`config.mk`:
```
export PLATFORM = sky130hd
export DESIGN_NAME = atm_dispensador
export DESIGN_NICKNAME = d
export VERILOG_FILES = /design/src/rtl/atm_pkg.sv /design/src/rtl/atm_cassette.sv /design/src/rtl/atm_dispensador.sv
export SDC_FILE = /design/constraint.sdc
export NUM_CORES = 1
export LEC_CHECK = 0
export ABC_AREA = 1
export BUFFER_PORTS_ARGS = -buffer_cell sky130_fd_sc_hd__buf_2
export CAP_MARGIN = 15
export CORE_ASPECT_RATIO = 1.1
export CORE_MARGIN = 4
export CORE_UTILIZATION = 55
export CTS_BUF_LIST = sky130_fd_sc_hd__clkbuf_16
export DETAILED_ROUTE_END_ITERATION = 10
export PLACE_DENSITY_LB_ADDON = 0.12
export SKIP_CTS_REPAIR_TIMING = 1
export SYNTH_ARGS = -nofsm -noshare
export SYNTH_HDL_FRONTEND = slang
export SYNTH_HIERARCHICAL = 1
export SYNTH_SLANG_ARGS = --single-unit
```
`constraint.sdc`:
```
create_clock -name clk -period 5.67 [get_ports clk]
set_input_delay 0.2835 -clock clk [delete_from_list [all_inputs] [get_ports clk]]
set_output_delay 0.2835 -clock clk [all_outputs]
set_load 0.01 [all_outputs]
```
`src/rtl/atm_pkg.sv`:
```
// atm_pkg: shared types and helpers for the cash-dispense sequencer.
//   denom_e    : cassette/denomination encoding, also driven on billete_denom
//   state_e    : sequencer states
//   denom_value: face value in colones for a denomination code
package atm_pkg;

  localparam int unsigned NUM_DENOM = 4;

  typedef enum logic [1:0] {
    D_10000 = 2'd0,
    D_5000  = 2'd1,
    D_2000  = 2'd2,
    D_1000  = 2'd3
  } denom_e;

  typedef enum logic [2:0] {
    IDLE,
    PLAN,
    ERR,
    DISPENSE,
    DONE,
    FAULT
  } state_e;

  function automatic logic [31:0] denom_value(input logic [1:0] d);
    logic [31:0] v;
    case (d)
      D_10000: v = 32'd10000;
      D_5000:  v = 32'd5000;
      D_2000:  v = 32'd2000;
      default: v = 32'd1000;
    endcase
    return v;
  endfunction

endpackage

```
`src/rtl/atm_cassette.sv`:
```
// atm_cassette: bill inventory for one denomination.
//   clk, rst : clock, asynchronous active-high reset (count -> CASS_INIT)
//   load     : restore count to CASS_INIT
//   dec      : one bill left the cassette
//   count    : bills currently held
//   low      : count below LOW_MARK
module atm_cassette
  import atm_pkg::*;
#(
  parameter int unsigned CASS_INIT = 10,
  parameter int unsigned CNT_W     = 8,
  parameter int unsigned LOW_MARK  = 3
) (
  input  logic             clk,
  input  logic             rst,
  input  logic             load,
  input  logic             dec,
  output logic [CNT_W-1:0] count,
  output logic             low
);

  logic [CNT_W-1:0] count_q, count_d;

  always_comb begin
    count_d = count_q;
    if (load) begin
      count_d = CNT_W'(CASS_INIT);
    end else if (dec && (count_q != '0)) begin
      count_d = count_q - 1'b1;
    end
  end

  always_ff @(posedge clk or posedge rst) begin
    if (rst) begin
      count_q <= CNT_W'(CASS_INIT);
    end else begin
      count_q <= count_d;
    end
  end

  assign count = count_q;
  assign low   = (count_q < CNT_W'(LOW_MARK));

endmodule

```
`src/rtl/atm_dispensador.sv`:
```
// atm_dispensador: plans a greedy bill mix for a requested amount and feeds the
// mechanical dispenser one bill at a time over a req/ack handshake.
//   entregar_dinero/monto : request pulse and amount (sampled in IDLE only)
//   recarga               : refill all cassettes (IDLE only)
//   billete_req/_denom/_ack : per-bill handshake with the dispenser
//   listo                 : idle
//   entrega_ok / sin_billetes / falla_mecanica : one-cycle outcome pulses
//   monto_entregado       : amount physically dispensed for current/last request
//   nivel_bajo            : per-cassette low-inventory flags
module atm_dispensador
  import atm_pkg::*;
#(
  parameter int unsigned CASS_INIT    = 10,
  parameter int unsigned CNT_W        = 8,
  parameter int unsigned MAX_BILLETES = 40,
  parameter int unsigned ACK_TIMEOUT  = 16,
  parameter int unsigned LOW_MARK     = 3
) (
  input  logic        clk,
  input  logic        rst,
  input  logic        entregar_dinero,
  input  logic [31:0] monto,
  input  logic        recarga,
  input  logic        billete_ack,
  output logic        billete_req,
  output logic [1:0]  billete_denom,
  output logic        listo,
  output logic        entrega_ok,
  output logic        sin_billetes,
  output logic        falla_mecanica,
  output logic [31:0] monto_entregado,
  output logic [3:0]  nivel_bajo
);

  localparam int unsigned TOT_W = $clog2(MAX_BILLETES + 1);
  localparam int unsigned TMO_W = $clog2(ACK_TIMEOUT + 1);

  state_e           state_q, state_d;
  logic [31:0]      rem_q, rem_d;
  logic [CNT_W-1:0] plan_q [NUM_DENOM];
  logic [CNT_W-1:0] plan_d [NUM_DENOM];
  logic [TOT_W-1:0] total_q, total_d;
  logic [31:0]      entregado_q, entregado_d;
  logic             req_q, req_d;
  logic [1:0]       denom_q, denom_d;
  logic [TMO_W-1:0] tmo_q, tmo_d;

  logic [CNT_W-1:0] cass_cnt [NUM_DENOM];
  logic [3:0]       cass_dec;
  logic             cass_load;

  logic             pick_ok, serve_ok;
  logic [1:0]       pick_d, serve_d;

  for (genvar g = 0; g < NUM_DENOM; g++) begin : g_cass
    atm_cassette #(
      .CASS_INIT(CASS_INIT),
      .CNT_W    (CNT_W),
      .LOW_MARK (LOW_MARK)
    ) u_cass (
      .clk  (clk),
      .rst  (rst),
      .load (cass_load),
      .dec  (cass_dec[g]),
      .count(cass_cnt[g]),
      .low  (nivel_bajo[g])
    );
  end

  // Largest denomination that still fits the remainder and has stock not yet
  // reserved by the plan; and the first denomination with bills left to serve.
  always_comb begin
    pick_ok  = 1'b0;
    pick_d   = '0;
    serve_ok = 1'b0;
    serve_d  = '0;
    for (int unsigned i = 0; i < NUM_DENOM; i++) begin
      if (!pick_ok && (denom_value(2'(i)) <= rem_q) && (plan_q[i] < cass_cnt[i])) begin
        pick_ok = 1'b1;
        pick_d  = 2'(i);
      end
      if (!serve_ok && (plan_q[i] != '0)) begin
        serve_ok = 1'b1;
        serve_d  = 2'(i);
      end
    end
  end

  always_comb begin
    state_d     = state_q;
    rem_d       = rem_q;
    plan_d      = plan_q;
    total_d     = total_q;
    entregado_d = entregado_q;
    req_d       = req_q;
    denom_d     = denom_q;
    tmo_d       = tmo_q;
    cass_dec    = '0;
    cass_load   = 1'b0;

    case (state_q)
      IDLE: begin
        if (entregar_dinero) begin
          rem_d       = monto;
          plan_d      = '{default: '0};
          total_d     = '0;
          entregado_d = '0;
          state_d     = PLAN;
        end else if (recarga) begin
          cass_load = 1'b1;
        end
      end

      PLAN: begin
        if (rem_q == '0) begin
          state_d = DISPENSE;
        end else if ((total_q == TOT_W'(MAX_BILLETES)) || !pick_ok) begin
          state_d = ERR;
        end else begin
          rem_d          = rem_q - denom_value(pick_d);
          plan_d[pick_d] = plan_q[pick_d] + 1'b1;
          total_d        = total_q + 1'b1;
        end
      end

      ERR: state_d = IDLE;

      DISPENSE: begin
        if (req_q) begin
          if (billete_ack) begin
            plan_d[denom_q]   = plan_q[denom_q] - 1'b1;
            cass_dec[denom_q] = 1'b1;
            entregado_d       = entregado_q + denom_value(denom_q);
            req_d             = 1'b0;
          end else if (tmo_q == TMO_W'(ACK_TIMEOUT - 1)) begin
            req_d   = 1'b0;
            state_d = FAULT;
          end else begin
            tmo_d = tmo_q + 1'b1;
          end
        end else if (serve_ok) begin
          req_d   = 1'b1;
          denom_d = serve_d;
          tmo_d   = '0;
        end else begin
          state_d = DONE;
        end
      end

      DONE: state_d = IDLE;

      FAULT: begin
        plan_d  = '{default: '0};
        state_d = IDLE;
      end

      default: state_d = IDLE;
    endcase
  end

  always_ff @(posedge clk or posedge rst) begin
    if (rst) begin
      state_q     <= IDLE;
      rem_q       <= '0;
      plan_q      <= '{default: '0};
      total_q     <= '0;
      entregado_q <= '0;
      req_q       <= 1'b0;
      denom_q     <= '0;
      tmo_q       <= '0;
    end else begin
      state_q     <= state_d;
      rem_q       <= rem_d;
      plan_q      <= plan_d;
      total_q     <= total_d;
      entregado_q <= entregado_d;
      req_q       <= req_d;
      denom_q     <= denom_d;
      tmo_q       <= tmo_d;
    end
  end

  assign billete_req     = req_q;
  assign billete_denom   = denom_q;
  assign listo           = (state_q == IDLE);
  assign entrega_ok      = (state_q == DONE);
  assign sin_billetes    = (state_q == ERR);
  assign falla_mecanica  = (state_q == FAULT);
  assign monto_entregado = entregado_q;

endmodule
```
* Word-level counts from Yosys, hierarchy flattened
Index checks and enable logic that the tools add are counted.
** Word-level totals
- Register bits :: 145
- Input bits :: 37
- Output and inout bits :: 43
- Logic and storage cells :: 202
** Cells by class
- Add/subtract/negate cells :: 10
- Order comparisons :: 18
- Equality and inequality tests :: 22
- Muxes and demuxes :: 83
- Bitwise gates (word level) :: 3
- Reduce and logical (&&, ||, !) cells :: 51
** Operators by type and width (count)
- two-way mux 32 bit :: 16
- case mux 32 bit (2 select lines) :: 2
- case mux 32 bit (4 select lines) :: 1
- two-way mux 8 bit :: 14
- case mux 14 bit (3 select lines) :: 2
- bitwise mux 32 bit :: 2
- nonzero test 8 bit :: 8
- subtractor 8 x 1 -> 8 bit (second input constant) :: 5
- adder 32 bit :: 1
- binary-select mux 8 bit (select 2 bit) :: 2
- demux 8 bit (select 2 bit) :: 2
- <= comparator 10 x 32 -> 1 bit (first input constant) :: 1
- <= comparator 11 x 32 -> 1 bit (first input constant) :: 1
- <= comparator 13 x 32 -> 1 bit (first input constant) :: 1
- <= comparator 14 x 32 -> 1 bit (first input constant) :: 1
- logical NOT 32 bit :: 1
- less-than comparator 8 x 2 -> 1 bit (second input constant) :: 4
- less-than comparator 8 bit :: 4
- subtractor 32 bit :: 1
- two-way mux 3 bit :: 7
- two-way mux 5 bit :: 4
- two-way mux 1 bit :: 18
- two-way mux 6 bit :: 3
- logical AND 1 bit :: 17
- other kinds (33) :: 69

* Longest topological paths before layout
- Depth in word-level cells :: 24
- Gate-level depth with buffers :: 36

* Hierarchy
The synthesis kept the hierarchy.
** By module, submodules not included
- atm_dispensador :: instances 1, cells each 1314, area an instance 8847.2 µm², seq. area each 2752.6 µm²
- atm_cassette :: instances 4, cells each 74, area an instance 546.8 µm², seq. area each 202.7 µm²

* Worst setup path after synthesis
Ideal clock, no wire load.
- Path type :: register to register
- Start point :: register g_cass[1].u_cass.count_q[3]
- End point :: register rem_q[25]
- Setup time :: 0.120 ns
- Arrival time :: 4.090 ns
- Slack :: 1.460 ns
- Stages on the path, launching flop included :: 31
- Buffers on the path :: 2
- Cell sequence :: dfstp_2 > inv_1 > ha_1 > a21oi_1 > nand2_1 > nand2_1 > nand2_1 > o21ai_2 > nor2_4 > nand3_2 > buf_6 > clkbuf_1 > nand2_1 > ha_1 > inv_1 > fa_1 > nand3_1 > nand2_1 > nand2_1 > nand2_1 > nand2_1 > o21ai_0 > nor2_1 > o21bai_1 > nand2_1 > nand2_1 > inv_1 > nand4_1 > xor2_1 > a21oi_1 > a31o_2
** Between the ends
- Word-level cells in the longest chain between the ends :: 20
** Ends and longest elaborated chain
- from (decl) :: line atm_cassette.sv:22 : logic [CNT_W-1:0] count_q, count_d;
- from (signal assigned) :: line atm_cassette.sv:35 : count_q <= CNT_W'(CASS_INIT);
- from (signal assigned) :: line atm_cassette.sv:37 : count_q <= count_d;
- less-than comparator 8 bit * :: line atm_dispensador.sv:78 : if (!pick_ok && (denom_value(2'(i)) <= rem_q) && (plan_q[i] < cass_cnt[i])) begin
- logical AND 1 bit * :: line atm_dispensador.sv:78
- two-way mux 1 bit :: line atm_dispensador.sv:78
- logical NOT 1 bit :: line atm_dispensador.sv:78
- logical AND 1 bit (2 in series) :: line atm_dispensador.sv:78
- two-way mux 1 bit :: line atm_dispensador.sv:78
- logical NOT 1 bit :: line atm_dispensador.sv:78
- logical AND 1 bit (2 in series) :: line atm_dispensador.sv:78
- (+2 left out)
- case mux 14 bit (3 select lines) :: line atm_pkg.sv:27 : case (d)
- two-way mux 32 bit :: line atm_dispensador.sv:117 : end else if ((total_q == TOT_W'(MAX_BILLETES)) || !pick_ok) begin
- two-way mux 32 bit :: line atm_dispensador.sv:115 : if (rem_q == '0) begin
- two-way mux 32 bit :: line atm_dispensador.sv:101 : case (state_q)
- subtractor 32 bit :: line atm_dispensador.sv:120 : rem_d = rem_q - denom_value(pick_d);
- two-way mux 32 bit :: line atm_dispensador.sv:117
- two-way mux 32 bit :: line atm_dispensador.sv:115
- case mux 32 bit (2 select lines) :: line atm_dispensador.sv:101
- to (signal assigned) :: line atm_dispensador.sv:173 : rem_q <= rem_d;
- to (decl) :: line atm_dispensador.sv:39 : logic [31:0] rem_q, rem_d;
Every way passes the cells marked *; elsewhere a longest branch is shown, timed or not. The select of a mux whose other input is x is not followed.
A chain may end at the register's enable or synchronous reset.

* Worst setup path after layout
- Start point :: register g_cass[1].u_cass.count_q[3]
- End point :: register rem_q[29]
Same word-level chain as after synthesis.

==> key figures <==
Detailed routing
  • Final ANT Viol Nets: 0
  • Total number of vias: 11,000
  • DR iter-0 viols: 925
  • Routed WL: 31,700 um
  • Post-DR vias/cell: 5.68
  • Post-route DRC violation count: 0
  • DR pass1 iterations: 6
  • Avg WL per Cell: 16.4 um

Floorplan
  • Std-Cell Rows: 54
  • Die X-Extent: 143 um
  • Die area: 22,400 um2
  • Core Area: 19,800 um2
  • Ports: 80
  • Initial core utilization: 55.7%
  • DIE HEIGHT: 157 um

Cells and area
  • Final instance area: 12,200 um2
  • Antenna Diode Count: 0
  • Layout cell share with drive strength beyond 1: 12.3%
  • Nets: 1,775
  • Layout Utilization: 61.7%
  • Most frequent cells in the layout: nand2_1, inv_1, nor2_1
  • Syn-to-layout area delta: 10.7%
  • Commonest non-fill, non-tap cell in the layout: nand2_1

Timing
  • Period utilisation layout: 83.8%
  • Total negative slack: 0 ns
  • Slew @ Worst Pin: 0.885 ns
  • Fmax: 0.210 GHz
  • Final number of setup-violating endpoints: 0
  • Final hold slack: 0.0617 ns
  • Final Hold Fails: 0
  • Tmin final: 4.75 ns
  • Clock Skews: 0.0117 ns
  • Slew Limit Fails: 0
  • Rel. slew slack: 40.8%
  • RSZ-0062 raised after global routing: no

Synth
  • Post-synth ARST share: 100%
  • Gate Count Post-Synth: 1,610
  • Largest area contributor in the netlist: dfrtp_1
  • Synth unique cells: 60
  • Syn_area_per_cell: 6.85 um2
  • Post-synth top flop: dfrtp_1
  • Synthesized flop and latch total: 142
  • Yosys top cell area share: 30.4%
  • Ranking of synthesized cells by area: dfrtp_1, nand2_1, ha_1, inv_1, nor2_1
  • Sequential area share after synthesis: 32.3%
  • Synth Cell Area: 11,000 um2
  • Warnings, synthesis: 6
  • Post-synth EDFFs: 0

Hold path
  • Hold path start: monto[0]
  • Hold Path Class: in2reg

Worst setup path
  • CP startpoint: g_cass[1].u_cass/count[3]$_DFFE_PP1P_
  • CP Data Arrival Time: 5.05 ns
  • Worst Setup EP: rem_q[29]$_DFFE_PP0P_
  • Reg2reg end: rem_q[29]$_DFFE_PP0P_
  • Reg-to-Reg Start: g_cass[1].u_cass/count[3]$_DFFE_PP1P_
  • Worst R2R Setup Slack: 0.92 ns
  • Critical path peak fanout: 18
  • CP peak stage delay: 0.58 ns
  • Crit. End Element: flop
  • Worst EP required: 5.97 ns
  • Crit-path slowest cell: dfstp_2
  • Most frequent CP cell: nand2_1
  • Crit path kind: reg2reg
  • Startpoint types: flop
  • Worst reg2reg path depth: 29

Global route
  • First-pass GRT wire length: 52,500 um
  • Largest net degree at the start of global routing: 58
  • Total grt overflow: 0
  • Initial antenna violation count: 0
  • Total Routing Usage GR: 29.0%
  • Vias in the first global route: 10,600

Clock tree
  • Worst-Skew Late Latency: 0.43 ns
  • CTS H-tree depth: 4
  • Clk sink count: 142
  • Clock Root Buffer: clkbuf_16
  • Clock tree buffer depth: 2
  • CTS Buf Count: 17
  • Reg clk slew, reported paths: 0.07 ns
  • CTS tree: done

Run status
  • Status: finished clean

Placement
  • PortBufs: 76
  • GP Congestion: 0.993
  • DP HPWL: 23,200 um
  • Dpl cell area: 11,600 um2

Flow run
  • Maxcap violations: 0
## cell families after synthesis
group / after synthesis / share of synthesized area [%]
other cells: 1 / 0.0340
xor+xnor: 25 / 1.98
buf+inv: 270 / 9.83
simple gates: 812 / 32.3
fa+ha+maj: 64 / 7.39
mux: 1 / 0.102
flops: 142 / 32.3
compound gates: 295 / 16.1
## final cells by class
type                       count  area (um2)
fill                        1912        7580
multi-input combinational   1200        6400
sequential                   142        3560
inverter                     225         870
timing repair buffer          88         473
clock buffer                  17         425
tap                          252         315
clock inverter                15         164
## flip-flops by register name, indices dropped and copies added (netlist names)
register,flops
g_cass.u_cass/count,32
rem_q,32
tmo_q,5
total_q,6
state_q,3
monto_entregado,29
plan_q,32
billete_req,1
billete_denom,2
## synth_stat cells (21+ instances only)
| cell type | instances |
|---|---|
| a21oi_1 | 81 |
| a31oi_1 | 23 |
| clkbuf_1 | 28 |
| dfrtp_1 | 134 |
| ha_1 | 62 |
| inv_1 | 206 |
| nand2_1 | 437 |
| nand3_1 | 85 |
| nand4_1 | 46 |
| nor2_1 | 151 |
| nor2_2 | 22 |
| o211ai_1 | 32 |
| o21ai_0 | 93 |
| xor2_1 | 21 |
## worst max-delay path: cells and delay by family, from the launching register on
family          cells  cell delay [ns]
buf+inv             4             0.35
flops               1             0.58
fa+ha+maj           3             0.87
simple gates       16             2.06
compound gates      5             0.58
xor+xnor            1             0.16
## per-stage QoR
stage          std cells  setup WS [ns]
2_1_floorplan       1612           1.46
3_5_place_dp        1906          0.978
5_1_grt             1939          0.207
6_report            1939          0.918
3_3_place_gp        1906           1.10
4_1_cts             1938          0.895
## worst min-delay path by stage
stage | end | slack (ns) | cells past startpoint
detailed placement | g_cass[3].u_cass/count[6]$_DFFE_PP0P_ | 0.37 | 2
CTS | g_cass[0].u_cass/count[4]$_DFFE_PP0P_ | -0.09 | 2
global route | rem_q[2]$_DFFE_PP0P_ | 0.08 | 3
global placement | g_cass[3].u_cass/count[6]$_DFFE_PP0P_ | 0.37 | 2
finish | rem_q[0]$_DFFE_PP0P_ | 0.06 | 3
floorplan | g_cass[0].u_cass/count[0]$_DFFE_PP0P_ | 0.1 | 1
## metal layers
metal  global-route usage [%]  up-vias  routed length [um]
met4                     10.3        0                 970
met5                        0        -                   0
met1                     39.0     5087               14000
li1                         -     5440                   -
met3                     4.80       76                2100
met2                     47.4      401               14700
Power is left out: the tool's default activity adds up to more than one toggle a clock period on the data nets, which glitch-free logic cannot reach.
